===== config.mk =====
export PLATFORM = sky130hd
export DESIGN_NAME = instr_fetch_ctrl
export DESIGN_NICKNAME = d
export VERILOG_FILES = /design/src/rtl/instr_fetch_ctrl.sv
export SDC_FILE = /design/constraint.sdc
export NUM_CORES = 1
export LEC_CHECK = 0
export ABC_AREA = 1
export ABC_CLOCK_PERIOD_IN_PS = 3200
export CAP_MARGIN = 25
export CORE_MARGIN = 4
export CORE_UTILIZATION = 32
export CTS_BUF_LIST = sky130_fd_sc_hd__clkbuf_8
export DETAILED_ROUTE_END_ITERATION = 8
export HOLD_SLACK_MARGIN = 0.05
export MAX_ROUTING_LAYER = met4
export PLACE_DENSITY = 0.66
export SYNTH_ARGS = -nofsm -noshare
export SYNTH_HDL_FRONTEND = slang
export SYNTH_SLANG_ARGS = --single-unit

===== constraint.sdc =====
create_clock -name clk -period 3.2 [get_ports clk]
set_input_delay 0.48 -clock clk [delete_from_list [all_inputs] [get_ports clk]]
set_output_delay 0.48 -clock clk [all_outputs]
set_load 0.05 [all_outputs]

===== src/rtl/instr_fetch_ctrl.sv =====
// instr_fetch_ctrl
// Fetch sequencer for a 32 x 8-bit instruction memory. It owns the PC,
// drives the memory read address and captures the combinational read data
// into the IF/ID pipeline register. It handles start, stall, branch redirect
// with flush, and end-of-program detection.
//
// Ports:
//   clk           clock, rising edge
//   rst           synchronous active-high reset
//   i_start       begin fetching at START_PC (honoured in IDLE and DONE only)
//   i_stall       hold PC and IF/ID
//   i_br_taken    redirect to i_br_target and flush IF/ID
//   i_br_target   redirect address
//   o_imem_addr   instruction memory read address (the PC register)
//   i_imem_data   instruction memory read data, combinational from o_imem_addr
//   o_ifid_instr  IF/ID instruction register
//   o_ifid_pc     IF/ID PC register
//   o_ifid_valid  IF/ID holds a real instruction
//   o_busy        FSM in FETCH
//   o_done        FSM in DONE
//   o_fetch_cnt   saturating count of instructions issued since start
module instr_fetch_ctrl #(
    parameter logic [4:0]  START_PC = 5'd0,
    parameter logic [4:0]  LAST_PC  = 5'd27,
    parameter int unsigned CNT_W    = 8
) (
    input  logic             clk,
    input  logic             rst,
    input  logic             i_start,
    input  logic             i_stall,
    input  logic             i_br_taken,
    input  logic [4:0]       i_br_target,
    output logic [4:0]       o_imem_addr,
    input  logic [7:0]       i_imem_data,
    output logic [7:0]       o_ifid_instr,
    output logic [4:0]       o_ifid_pc,
    output logic             o_ifid_valid,
    output logic             o_busy,
    output logic             o_done,
    output logic [CNT_W-1:0] o_fetch_cnt
);

    localparam int unsigned PC_W   = 5;
    localparam int unsigned INSN_W = 8;
    localparam logic [CNT_W-1:0] CNT_MAX = {CNT_W{1'b1}};

    typedef enum logic [1:0] {
        ST_IDLE  = 2'd0,
        ST_FETCH = 2'd1,
        ST_DONE  = 2'd2
    } state_t;

    state_t              r_state;
    state_t              w_state_nxt;
    logic [PC_W-1:0]     r_pc;
    logic [PC_W-1:0]     w_pc_nxt;
    logic [INSN_W-1:0]   r_ifid_instr;
    logic [INSN_W-1:0]   w_ifid_instr_nxt;
    logic [PC_W-1:0]     r_ifid_pc;
    logic [PC_W-1:0]     w_ifid_pc_nxt;
    logic                r_ifid_valid;
    logic                w_ifid_valid_nxt;
    logic [CNT_W-1:0]    r_cnt;
    logic [CNT_W-1:0]    w_cnt_nxt;
    logic [CNT_W-1:0]    w_cnt_inc;

    // Saturating increment of the issue counter
    assign w_cnt_inc = (r_cnt == CNT_MAX) ? r_cnt : CNT_W'(r_cnt + 1'b1);

    // State and datapath registers
    always_ff @(posedge clk) begin
        if (rst) begin
            r_state      <= ST_IDLE;
            r_pc         <= '0;
            r_ifid_instr <= '0;
            r_ifid_pc    <= '0;
            r_ifid_valid <= 1'b0;
            r_cnt        <= '0;
        end else begin
            r_state      <= w_state_nxt;
            r_pc         <= w_pc_nxt;
            r_ifid_instr <= w_ifid_instr_nxt;
            r_ifid_pc    <= w_ifid_pc_nxt;
            r_ifid_valid <= w_ifid_valid_nxt;
            r_cnt        <= w_cnt_nxt;
        end
    end

    // Next-state and datapath update; every register holds unless told otherwise
    always_comb begin
        w_state_nxt      = r_state;
        w_pc_nxt         = r_pc;
        w_ifid_instr_nxt = r_ifid_instr;
        w_ifid_pc_nxt    = r_ifid_pc;
        w_ifid_valid_nxt = r_ifid_valid;
        w_cnt_nxt        = r_cnt;

        unique case (r_state)
            ST_IDLE: begin
                // IF/ID is pinned at its reset contents while idle
                w_ifid_instr_nxt = '0;
                w_ifid_pc_nxt    = '0;
                w_ifid_valid_nxt = 1'b0;
                if (i_start) begin
                    w_pc_nxt    = START_PC;
                    w_cnt_nxt   = '0;
                    w_state_nxt = ST_FETCH;
                end
            end
            ST_FETCH: begin
                if (i_br_taken) begin
                    // Redirect wins over stall: the wrong-path slot becomes a bubble
                    w_pc_nxt         = i_br_target;
                    w_ifid_valid_nxt = 1'b0;
                    w_ifid_instr_nxt = '0;
                end else if (!i_stall) begin
                    w_ifid_instr_nxt = i_imem_data;
                    w_ifid_pc_nxt    = r_pc;
                    w_ifid_valid_nxt = 1'b1;
                    w_cnt_nxt        = w_cnt_inc;
                    if (r_pc == LAST_PC) begin
                        w_state_nxt = ST_DONE;
                    end else begin
                        w_pc_nxt = PC_W'(r_pc + 1'b1);
                    end
                end
            end
            ST_DONE: begin
                if (i_br_taken) begin
                    // Late-resolving branch after the final instruction was issued
                    w_pc_nxt         = i_br_target;
                    w_ifid_valid_nxt = 1'b0;
                    w_ifid_instr_nxt = '0;
                    w_state_nxt      = ST_FETCH;
                end else if (i_start) begin
                    w_pc_nxt         = START_PC;
                    w_cnt_nxt        = '0;
                    w_ifid_valid_nxt = 1'b0;
                    w_state_nxt      = ST_FETCH;
                end else if (!i_stall) begin
                    w_ifid_valid_nxt = 1'b0;
                end
            end
            default: begin
                w_state_nxt = ST_IDLE;
            end
        endcase
    end

    assign o_imem_addr  = r_pc;
    assign o_ifid_instr = r_ifid_instr;
    assign o_ifid_pc    = r_ifid_pc;
    assign o_ifid_valid = r_ifid_valid;
    assign o_fetch_cnt  = r_cnt;
    assign o_busy       = (r_state == ST_FETCH);
    assign o_done       = (r_state == ST_DONE);

endmodule


== After elaboration in Yosys (flattened, before gate mapping) ==
Cells that the tools add are included.

* Output and inout port bits: 29
* Register bits: 29

* $add $sub $neg: 2
* Reductions and logical operators: 9
* Eq/ne operators: 13
* Multiplexer cells: 31

{| class="wikitable"
|+ Operators with widths
! cell !! number
|-
| 8-bit two-way mux || 8
|-
| 8-bit one-hot mux with 3 select lines || 2
|-
| 5-bit two-way mux || 7
|-
| 5-bit one-hot mux with 3 select lines || 1
|-
| 3-bit AND reduction || 5
|-
| 2-bit two-way mux || 5
|-
| 2-bit != test, second input constant || 5
|-
| 5-bit one-hot mux with 2 select lines || 1
|-
| 8-bit by 1-bit adder with 8-bit output, second input constant || 1
|-
| 8-bit == test, second input constant || 1
|-
| 3-bit != test, second input constant || 2
|-
| 2-bit one-hot mux with 3 select lines || 1
|-
| 5-bit by 1-bit adder with 5-bit output, second input constant || 1
|-
| 5-bit == test, second input constant || 1
|-
| 1-bit two-way mux || 5
|-
| 5-bit AND reduction || 1
|-
| 4-bit != test, second input constant || 1
|-
| 1-bit one-hot mux with 3 select lines || 1
|-
| 3-bit nonzero test || 1
|-
| 2-bit by 1-bit == test with 1-bit output, second input constant || 1
|-
| 2-bit == test, second input constant || 1
|-
| 2-bit logical NOT || 1
|-
| 2-bit by 1-bit != test with 1-bit output, second input constant || 1
|-
| 2-bit nonzero test || 1
|}

== Logic depth before layout (Yosys ltp) ==
Gate-level depths: netlist (run 1).

* Depth after elaboration: 5
* Gate-level depth with buffers: 11
* Gate-level depth less buffers: 10

== Worst setup path before layout (run 1) ==
No wires, ideal clock.

* Kind: register to register
* Start: register r_state[1]
* End: register r_pc[2], in the netlist o_imem_addr[2]
* Cell stages (with the launch flop): 11
* Clock period less this slack: 1,848 ps
* Setup slack: 1,352 ps
* Arrival: 1,731 ps
* Required time: 3,083 ps
* Path buffers: 1
* Cells stage by stage: dfxtp_1 inv_1 ha_1 buf_4 inv_4 nor2_1 nand3_1 nand2_2 inv_2 o21ai_0 nor2_1

* Longest elaborated chain between the ends: 3

{| class="wikitable"
|+ RTL lines
! element !! line !! text
|-
| start: declaration || 53 || <nowiki>state_t r_state;</nowiki>
|-
| start signal: assignment || 80 || <nowiki>r_state <= w_state_nxt;</nowiki>
|-
| 2-bit by 1-bit == test with 1-bit output * || - ||
|-
| via o_busy || 38 || <nowiki>output logic o_busy,</nowiki>
|-
| 3-bit != test (no source line) or 3-bit nonzero test (tied branches) || - ||
|-
| 3-bit AND reduction (no source line) || - ||
|-
| end signal: assignment || 81 || <nowiki>r_pc <= w_pc_nxt;</nowiki>
|-
| end: declaration || 55 || <nowiki>logic [PC_W-1:0] r_pc;</nowiki>
|}

Mark *: on every way through the listed nets, which the timed path passes. The rest lies on a longest branch.
A chain may end at the register's enable or synchronous reset.

== Final worst setup path (run 1) ==
* Start: register r_state[1]
* End: output port o_busy

* Longest elaborated chain between the ends: 1

{| class="wikitable"
|+ RTL lines
! element !! line !! text
|-
| 2-bit by 1-bit == test with 1-bit output || 155 || <nowiki>assign o_busy = (r_state == ST_FETCH);</nowiki>
|-
| end: declaration || 38 ||
|}

No other way between the ends.

==> results.sh, run 1 <==
export IMPL_hold_violations=0
export IMPL_port_buffers=46
export IMPL_crit_path_max_fanout=11
export IMPL_cp_buffers_inverters=2
export IMPL_max_slew_margin=0.566
export IMPL_cts_resized_gates=0
export IMPL_ant_nets=0
export IMPL_tightestPinTransition_ns=0.648
export IMPL_routedWlPerCell_microns=11.4
export IMPL_clock_fmax_mhz=404
export IMPL_die_area_sq_um=6470
export IMPL_gp_congestion=0.882
export IMPL_cts_root_buf="clkbuf_8"
export IMPL_ys_seq_area_frac=0.346
export IMPL_vdd_drop_max_mv=0.210
export IMPL_grt_max_degree=20
export IMPL_wl_microns=4350
export IMPL_gr_usage_all_layers=0.148
export IMPL_grt_pass1_wl_microns=7370
export IMPL_path_clk_slew_ns=0.06
export IMPL_cp_top_family="buffers and inverters"
export IMPL_dp_cells=373
export IMPL_crit_chain="inv_1, ha_1, clkdlybuf4s50_1"
export IMPL_crit_arrival_ns=2.00
export IMPL_grt_antenna_before_repair=0
export IMPL_layout_common_cells="76 x nand2_1, 46 x clkdlybuf4s50_1, 37 x nor2_1"
export IMPL_htree_levels=2
export IMPL_insertion_delay_ns=0.28
export IMPL_yosys_warnings=0
export IMPL_setup_violations=0
export IMPL_final_cells=381
export IMPL_status="complete, no violations"
export IMPL_drt_pre_antenna_iters=4
export IMPL_cp_start_kind="flop"
export IMPL_drive_above_1_share=0.0836
export IMPL_vias=1794
export IMPL_antenna_cells=0
export IMPL_fin_area_sq_um=2310
export IMPL_syn_area_sq_um=1680
export IMPL_cp_slowest_cell="clkdlybuf4s50_1"
export IMPL_final_common_cell="nand2_1"
export IMPL_tritoncts="done"
export IMPL_cts_buffer_depth=2
export IMPL_cts_hold_buf=0
export IMPL_post_route_min_period_ns=2.48
export IMPL_maxCapViolCount=0
export IMPL_synth_cell_types=24
export IMPL_die_w_microns=80.4
export IMPL_ioPinCount=47
export IMPL_area_growth_pct=37.5
export IMPL_cts_buffers=5
export IMPL_drv_slew=0
export IMPL_p_per_area_nw_per_um2=443
export IMPL_synth_fp_nets=287
export IMPL_start_util=0.329
export IMPL_min_period_over_period=0.774
export IMPL_fin_tns_setup_ns=0
export IMPL_cts_setup_buffers=0
export IMPL_critPathRequiredTime_ns=2.72
export IMPL_die_y_microns=80.4
export IMPL_num_nets_final=334
export IMPL_cts_sinks=29
export IMPL_fin_worst_skew_ns=0.00359
export IMPL_ys_ff_latch=29
export IMPL_worstSetupEndpointType="primary output"
export IMPL_grt_overflow=0
export IMPL_synth_avg_cell_area_sq_um=6.38
export IMPL_fillers=549
export IMPL_place_hpwl_microns=3330
export IMPL_fp_row_count=26
export IMPL_viasPerCell=4.71
export IMPL_rsz0062_at_grt="no"
export IMPL_place_area_sq_um=2190
export IMPL_hp_class="flop to flop"
export IMPL_grt_pass1_vias=1681
export IMPL_drcViolationCount=0
export IMPL_critPathKind="flop to primary output"
export IMPL_core_area_sq_um=5110
export IMPL_synthCells=263
export IMPL_leakagePower_nw=0.926
export IMPL_max_stage_delay_ns=0.89
export IMPL_drt_iter0_markers=103
-- layer usage --
layer  vias to the layer above  share of wire  global-route usage
met5                         -              0                   -
met1                       814           0.47               0.173
li1                        940              -                   -
met4                         0          0.015              0.0625
met2                        34           0.47               0.240
met3                         6          0.042              0.0359
-- logic make-up (layout without fill, tap and decap cells) --
logic type | count (synthesis) | after routing | share of synthesized area
AOI/OAI and AO/OA | 37 | 37 | 0.110
and+or+nand+nor | 159 | 159 | 0.415
adders and majority gates | 6 | 6 | 0.0447
DFF | 29 | 29 | 0.346
buffers and inverters | 32 | 80 | 0.0835
-- worst paths after layout --
check / start / endpoint / slack [ns] / depth (start not counted)
setup reg to reg: r_state[1] / o_imem_addr[2] / 0.99 / 9
setup / recovery: r_state[1] / o_busy / 0.72 / 3
hold reg to reg: o_ifid_valid / o_ifid_valid / 0.46 / 2
hold / removal: o_ifid_valid / o_ifid_valid / 0.46 / 2
-- sequential cells by signal (all words and copies together) (netlist names) --
signal	count
o_ifid_pc	5
o_fetch_cnt	8
o_ifid_instr	8
o_imem_addr	5
r_state	2
o_ifid_valid	1
-- cell type report --
cell class / count / area [sq um] / area share
sequential: 29 / 581 / 0.252
clock inverter: 2 / 33.8 / 0.0146
clock buffer: 6 / 82.6 / 0.0358
tap: 70 / 87.6 / 0.0380
inverter: 25 / 97.6 / 0.0423
multi-input combinational: 202 / 957 / 0.415
timing repair buffer: 47 / 468 / 0.203
-- worst register-to-register path, stage by stage (launching register included) --
cell	delay (ns)
dfxtp_1	0.33
inv_1	0.09
ha_1	0.41
inv_4	0.12
nor2_1	0.53
nand3_1	0.21
nand2_2	0.16
inv_2	0.05
o21ai_0	0.14
nor2_1	0.06
-- Yosys cell counts (all sizes together) --
cell type,instances,share of area
ha,6,0.045
or2,1,0.0037
buf,4,0.019
nor2,41,0.10
clkbuf,3,0.0067
dfxtp,29,0.35
inv,24,0.055
a21oi,25,0.075
nand2,81,0.19
nor3,4,0.019
o21ai,12,0.036
clkinv,1,0.0030
nand4,3,0.011
nand3,29,0.087
-- report_power, final --
group,switching [mW],leakage (nW),internal [mW]
registers,0.0215,0.235,0.376
clock network,0.142,0.0626,0.250
logic,0.148,0.628,0.0841
total,0.312,0.926,0.710
-- through the flow --
step                      hold slack, ns   util  total power [mW]  worst slack, ns
after floorplan                    0.491      -             0.564             1.35
after detailed placement           0.454  0.429             0.638            0.735
after global routing               0.482  0.452              1.07            0.591
after global placement             0.451  0.429             0.636            0.786
final                              0.459  0.452              1.02            0.722
after CTS                          0.464  0.452              1.03            0.705
Note: power is estimated with default switching activity, not from simulation.
==> inputs of run 2 (changes only) <==
--- a/config.mk
+++ b/config.mk
@@ -6,7 +6,7 @@
 export NUM_CORES = 1
 export LEC_CHECK = 0
 export ABC_AREA = 1
-export ABC_CLOCK_PERIOD_IN_PS = 3200
+export ABC_CLOCK_PERIOD_IN_PS = 2029
 export CAP_MARGIN = 25
 export CORE_MARGIN = 4
 export CORE_UTILIZATION = 32
@@ -14,7 +14,7 @@
 export DETAILED_ROUTE_END_ITERATION = 8
 export HOLD_SLACK_MARGIN = 0.05
 export MAX_ROUTING_LAYER = met4
-export PLACE_DENSITY = 0.66
+export PLACE_DENSITY = 0.68
 export SYNTH_ARGS = -nofsm -noshare
 export SYNTH_HDL_FRONTEND = slang
 export SYNTH_SLANG_ARGS = --single-unit
==> constraint.sdc (replaced) <==
create_clock -name clk -period 2.03 [get_ports clk]
set_input_delay 0.3045 -clock clk [delete_from_list [all_inputs] [get_ports clk]]
set_output_delay 0.3045 -clock clk [all_outputs]
set_load 0.05 [all_outputs]
==> run 2 against run 1 <==
Final area rose by 2.1%; via count rose by 1.2%; core utilization rose by 0.96 points; worst hold slack got worse by 0.00058 ns; final cell count is 2.6% higher; setup slack got worse by 0.59 ns.
==> results.sh, run 2 (same netlist as run 1, synthesis figures left out) <==
export IMPL_status="complete, no violations"
export IMPL_setup_violations=0
export IMPL_p_int_mw=0.981
export IMPL_die_area_sq_um=6470
export IMPL_antenna_cells=0
export IMPL_drv_slew=0
export IMPL_drt_iter0_markers=90
export IMPL_power_switching_mw=0.487
export IMPL_grt_max_degree=19
export IMPL_cts_sinks=29
export IMPL_fp_row_count=26
export IMPL_power_switching_share=0.332
export IMPL_rsz0062_at_grt="no"
export IMPL_dp_slack_ns=0.0932
export IMPL_drt_pre_antenna_iters=4
export IMPL_path_clk_slew_ns=0.06
export IMPL_max_slew_margin=0.653
export IMPL_die_y_microns=80.4
export IMPL_leakagePower_nw=0.972
export IMPL_maxCapViolCount=0
export IMPL_hp_class="flop to flop"
export IMPL_area_growth_pct=40.4
export IMPL_cts_root_buf="clkbuf_8"
export IMPL_cp_start_kind="flop"
export IMPL_seq_power_share=0.419
export IMPL_combPwrFrac=0.278
export IMPL_tritoncts="done"
export IMPL_num_nets_final=344
export IMPL_dp_cells=383
export IMPL_cp_slowest_cell="clkdlybuf4s50_1"
export IMPL_drcViolationCount=0
export IMPL_multiInputGateArea_sq_um=957
export IMPL_p_per_area_nw_per_um2=623
export IMPL_fillers=539
export IMPL_htree_levels=2
export IMPL_tightestPinTransition_ns=0.518
export IMPL_viasPerCell=4.64
export IMPL_clock_fmax_mhz=527
export IMPL_final_cells=391
export IMPL_regToRegStartpoint="r_state[0]"
export IMPL_grt_antenna_before_repair=0
export IMPL_cts_setup_buffers=0
export IMPL_gp_congestion=0.869
export IMPL_grt_pass1_wl_microns=7220
export IMPL_fin_worst_skew_ns=0.00166
export IMPL_gr_usage_all_layers=0.145
export IMPL_max_stage_delay_ns=0.86
export IMPL_vias=1816
export IMPL_hold_start="o_ifid_pc[0]"
export IMPL_fin_ws_ns=0.132
export IMPL_start_util=0.329
export IMPL_cts_resized_gates=0
export IMPL_wl_microns=4430
export IMPL_critPathRequiredTime_ns=1.73
export IMPL_vdd_drop_max_mv=0.337
export IMPL_place_hpwl_microns=3450
export IMPL_final_common_cell="nand2_1"
export IMPL_cts_buffers=5
export IMPL_critPathKind="flop to primary output"
export IMPL_layout_common_cells="76 x nand2_1, 44 x clkdlybuf4s50_1, 37 x nor2_1"
export IMPL_cp_top_family="buffers and inverters"
export IMPL_cp_buffers_inverters=1
export IMPL_post_route_min_period_ns=1.90
export IMPL_fin_tns_setup_ns=0
export IMPL_clockPowerShare=0.303
export IMPL_hold_slack_ns=0.458
export IMPL_die_w_microns=80.4
export IMPL_crit_path_max_fanout=6
export IMPL_grt_pass1_vias=1600
export IMPL_cts_hold_buf=0
export IMPL_cts_buffer_depth=2
export IMPL_routedWlPerCell_microns=11.3
export IMPL_ant_nets=0
export IMPL_total_power_mw=1.47
export IMPL_grt_overflow=0
export IMPL_crit_arrival_ns=1.59
export IMPL_port_buffers=46
export IMPL_ioPinCount=47
export IMPL_hold_violations=0
export IMPL_min_period_over_period=0.935
export IMPL_ff_latch_area_sq_um=581
export IMPL_crit_chain="clkdlybuf4s50_1"
export IMPL_insertion_delay_ns=0.27
export IMPL_core_area_sq_um=5110
export IMPL_worstSetupEndpointType="primary output"
export IMPL_drive_above_1_share=0.118
export IMPL_crit_start="o_imem_addr[1]"
## run 2: path summary, 6_finish.rpt
path | endpoint | slack [ns] | cells after the start
worst max-delay path | o_imem_addr[1] | 0.13 | 1
worst min-delay path | o_ifid_pc[0] | 0.46 | 2
worst max register to register | o_fetch_cnt[0] | 0.36 | 9
worst min register to register | o_ifid_pc[0] | 0.46 | 2
## run 2: layer usage
layer,wire length [microns],global-route usage,vias to the layer above,share of wire
met2,2040,0.224,49,0.46
met5,0,-,-,0
li1,-,-,959,-
met1,2090,0.186,799,0.47
met4,65,0.0507,0,0.015
met3,229,0.0348,9,0.052
## run 2: layout make-up
type / count / area share
multi-input cells: 202 / 0.406
flip-flops and latches: 29 / 0.246
clock buffers: 5 / 0.0292
inverters: 25 / 0.0414
repair buffers: 57 / 0.234
well taps: 70 / 0.0372
clock inverters: 3 / 0.00584
## run 2: stage by stage
| stage | util | instance area, sq um |
|---|---|---|
| 4_1_cts | 0.461 | 2360 |
| 5_1_grt | 0.461 | 2360 |
| 3_5_place_dp | 0.445 | 2270 |
| 3_3_place_gp | 0.445 | 2270 |
| 2_1_floorplan | - | 1680 |
| 6_report | 0.461 | 2360 |
## run 2: power groups by stage
stage	Combinational (mW)	Sequential, mW	Clock [mW]
after global placement	0.407	0.626	0
after floorplan	0.185	0.704	0
final	0.408	0.614	0.445
after CTS	0.410	0.614	0.458
after detailed placement	0.409	0.626	0
after global routing	0.447	0.617	0.482
## run 2: worst min-delay path: cells and delay by family, from the launching register on
kind	cells	cell delay, ns
AOI/OAI and AO/OA	1	0.05
DFF	1	0.31
and+or+nand+nor	1	0.06
==> inputs of run 3 (changes only) <==
--- a/config.mk
+++ b/config.mk
@@ -5,7 +5,6 @@
 export SDC_FILE = /design/constraint.sdc
 export NUM_CORES = 1
 export LEC_CHECK = 0
-export ABC_AREA = 1
 export ABC_CLOCK_PERIOD_IN_PS = 2029
 export CAP_MARGIN = 25
 export CORE_MARGIN = 4
@@ -14,7 +13,7 @@
 export DETAILED_ROUTE_END_ITERATION = 8
 export HOLD_SLACK_MARGIN = 0.05
 export MAX_ROUTING_LAYER = met4
-export PLACE_DENSITY = 0.68
+export PLACE_DENSITY = 0.7
 export SYNTH_ARGS = -nofsm -noshare
 export SYNTH_HDL_FRONTEND = slang
 export SYNTH_SLANG_ARGS = --single-unit
==> run 3 against run 2 <==
Synthesized area fell by 11%; global-route usage up 0.23 points; clock power grew 3%; total power fell by 13%; core utilization rose by 3.8 points; register-to-register slack worse by 0.19 ns; largest power group unchanged; via count fell by 12%; fmax shrank 1.0%; clock skew is 0.0030 ns higher.
==> results.sh, run 3 <==
export IMPL_status="complete, no violations"
export IMPL_p_per_area_nw_per_um2=578
export IMPL_antenna_cells=0
export IMPL_reg2reg_depth=7
export IMPL_fillers=445
export IMPL_cts_sinks=29
export IMPL_synth_cell_types=38
export IMPL_cts_root_buf="clkbuf_8"
export IMPL_synthCells=187
export IMPL_critPathRequiredTime_ns=1.73
export IMPL_synth_fp_nets=211
export IMPL_rsz0062_at_grt="no"
export IMPL_drive_above_1_share=0.140
export IMPL_viasPerCell=5.27
export IMPL_gp_congestion=0.845
export IMPL_cp_slowest_cell="clkdlybuf4s50_1"
export IMPL_final_common_cell="clkdlybuf4s50_1"
export IMPL_tritoncts="done"
export IMPL_port_buffers=46
export IMPL_cp_top_family="buffers and inverters"
export IMPL_tightestPinTransition_ns=0.515
export IMPL_wl_microns=4060
export IMPL_min_period_over_period=0.945
export IMPL_area_growth_pct=47.8
export IMPL_post_route_min_period_ns=1.92
export IMPL_clock_fmax_mhz=521
export IMPL_htree_levels=2
export IMPL_routedWlPerCell_microns=13.4
export IMPL_r2r_slack_ns=0.17
export IMPL_grt_overflow=0
export IMPL_fin_ws_ns=0.112
export IMPL_fin_tns_setup_ns=0
export IMPL_num_nets_final=273
export IMPL_synth_top_cell_area_share=0.387
export IMPL_vdd_drop_max_mv=0.364
export IMPL_crit_chain="clkdlybuf4s50_1"
export IMPL_fin_worst_skew_ns=0.00466
export IMPL_grt_antenna_before_repair=0
export IMPL_gr_usage_all_layers=0.147
export IMPL_yosysMostFrequentCell="dfxtp_1"
export IMPL_ant_nets=0
export IMPL_yosys_top_cells_area="dfxtp_1 39%, a21oi_1 8.3%, nand2_1 7.0%"
export IMPL_maxCapViolCount=0
export IMPL_ioPinCount=47
export IMPL_yosysTopAreaCell="dfxtp_1"
export IMPL_hold_end="o_ifid_instr[3]"
export IMPL_path_clk_slew_ns=0.06
export IMPL_r2r_end="o_fetch_cnt[7]"
export IMPL_place_hpwl_microns=3000
export IMPL_grt_max_degree=30
export IMPL_max_stage_delay_ns=0.86
export IMPL_drcViolationCount=0
export IMPL_hold_start="o_ifid_instr[3]"
export IMPL_die_area_sq_um=5850
export IMPL_crit_path_max_fanout=7
export IMPL_drv_slew=0
export IMPL_post_route_util=0.499
export IMPL_vias=1591
export IMPL_synth_avg_cell_area_sq_um=8.03
export IMPL_ys_ff_latch=29
export IMPL_synth_ff_type="dfxtp_1"
export IMPL_leakagePower_nw=0.810
export IMPL_die_w_microns=76.5
export IMPL_max_slew_margin=0.655
export IMPL_yosys_warnings=0
export IMPL_syn_area_sq_um=1500
export IMPL_synthArstFlopShare=0
export IMPL_fp_row_count=24
export IMPL_regToRegStartpoint="r_state[1]"
export IMPL_start_util=0.338
export IMPL_hold_violations=0
export IMPL_drt_iter0_markers=66
export IMPL_cts_buffers=5
export IMPL_cp_buffers_inverters=1
export IMPL_die_y_microns=76.5
export IMPL_grt_pass1_wl_microns=7020
export IMPL_core_area_sq_um=4440
export IMPL_grt_pass1_vias=1576
export IMPL_cts_setup_buffers=0
export IMPL_ys_seq_area_frac=0.387
export IMPL_worstSetupEndpointType="primary output"
export IMPL_critPathKind="flop to primary output"
export IMPL_hp_class="flop to flop"
export IMPL_dp_slack_ns=-0.110
export IMPL_hold_slack_ns=0.451
export IMPL_synth_edf_count=0
export IMPL_hold_depth=2
export IMPL_crit_arrival_ns=1.61
export IMPL_setup_violations=0
export IMPL_insertion_delay_ns=0.28
export IMPL_cp_start_kind="flop"
export IMPL_ys_top_cells_by_count="29 x dfxtp_1, 28 x nand2_1, 25 x a21oi_1"
export IMPL_drt_pre_antenna_iters=4
export IMPL_cts_buffer_depth=2
export IMPL_layout_common_cells="44 x clkdlybuf4s50_1, 29 x dfxtp_1, 28 x nand2_1"
==> run 3: cell types whose count changed after synthesis, moves of 4 or more <==
cell / change
inv_1: -15
o21ai_1: -5
nor2_1: -29
or3_1: +4
inv_2: -5
clkbuf_1: +4
nand2_2: -4
nand2b_1: +4
nand3_1: -9
nand2_1: -48
a311oi_1: +5
==> run 3: kinds of logic after synthesis <==
| logic type | synth area share |
|---|---|
| multiplexers | 0.0142 |
| AO/OA/AOI/OAI | 0.208 |
| flip-flops | 0.387 |
| XOR/XNOR | 0.0117 |
| adder cells (fa/ha/maj) | 0.0500 |
| AND/OR/NAND/NOR | 0.302 |
| buffers and inverters | 0.0283 |
==> run 3: worst max path at each step <==
stage	endpoint	depth (start not counted)	from
after detailed placement	o_fetch_cnt[7]	6	i_br_taken
final	o_imem_addr[3]	1	o_imem_addr[3]
after global placement	o_fetch_cnt[7]	6	i_br_taken
after CTS	o_imem_addr[3]	1	o_imem_addr[3]
after global routing	o_imem_addr[4]	8	r_state[1]
after floorplan	o_fetch_cnt[7]	6	o_fetch_cnt[0]
==> run 3: final cells by class <==
type	count	area, sq um	share of cell area
Multi-Input combinational cell	147	881	0.397
Timing Repair Buffer	63	596	0.268
Sequential cell	29	581	0.262
Clock buffer	5	68.8	0.0310
Tap cell	52	65.1	0.0293
Clock inverter	3	17.5	0.00789
Inverter	3	11.3	0.00507
==> run 3: routing by layer <==
| metal | share of wire | global-route usage | up-vias |
|---|---|---|---|
| met5 | 0 | - | - |
| li1 | - | - | 801 |
| met2 | 0.46 | 0.229 | 46 |
| met1 | 0.49 | 0.190 | 738 |
| met4 | 0.012 | 0.0453 | 0 |
| met3 | 0.043 | 0.0343 | 6 |
==> run 3: where the power goes <==
group / switching (mW) / internal (mW)
clock network: 0.223 / 0.236
logic: 0.131 / 0.107
registers: 0.00822 / 0.578
==> run 3: what timing repair did <==
| action | CTS | global route |
|---|---|---|
| setup endpoints to repair | 0 | 2 |
| resized for setup | 0 | 1 |
| hold buffers | 0 | 0 |
==> run 3: worst register-to-register path: cells and delay by family (launching register included) <==
kind,cells,cell delay [ns]
AND/OR/NAND/NOR,4,1.00
buffers and inverters,1,0.08
AO/OA/AOI/OAI,1,0.15
adder cells (fa/ha/maj),1,0.19
flip-flops,1,0.37
==> run 3: stage by stage <==
step | total power [mW] | instance area (sq um) | cells
final | 1.28 | 2220 | 302
after global routing | 1.34 | 2220 | 302
after CTS | 1.30 | 2220 | 302
after detailed placement | 0.836 | 2130 | 294
after global placement | 0.834 | 2130 | 294
after floorplan | 0.725 | 1500 | 187
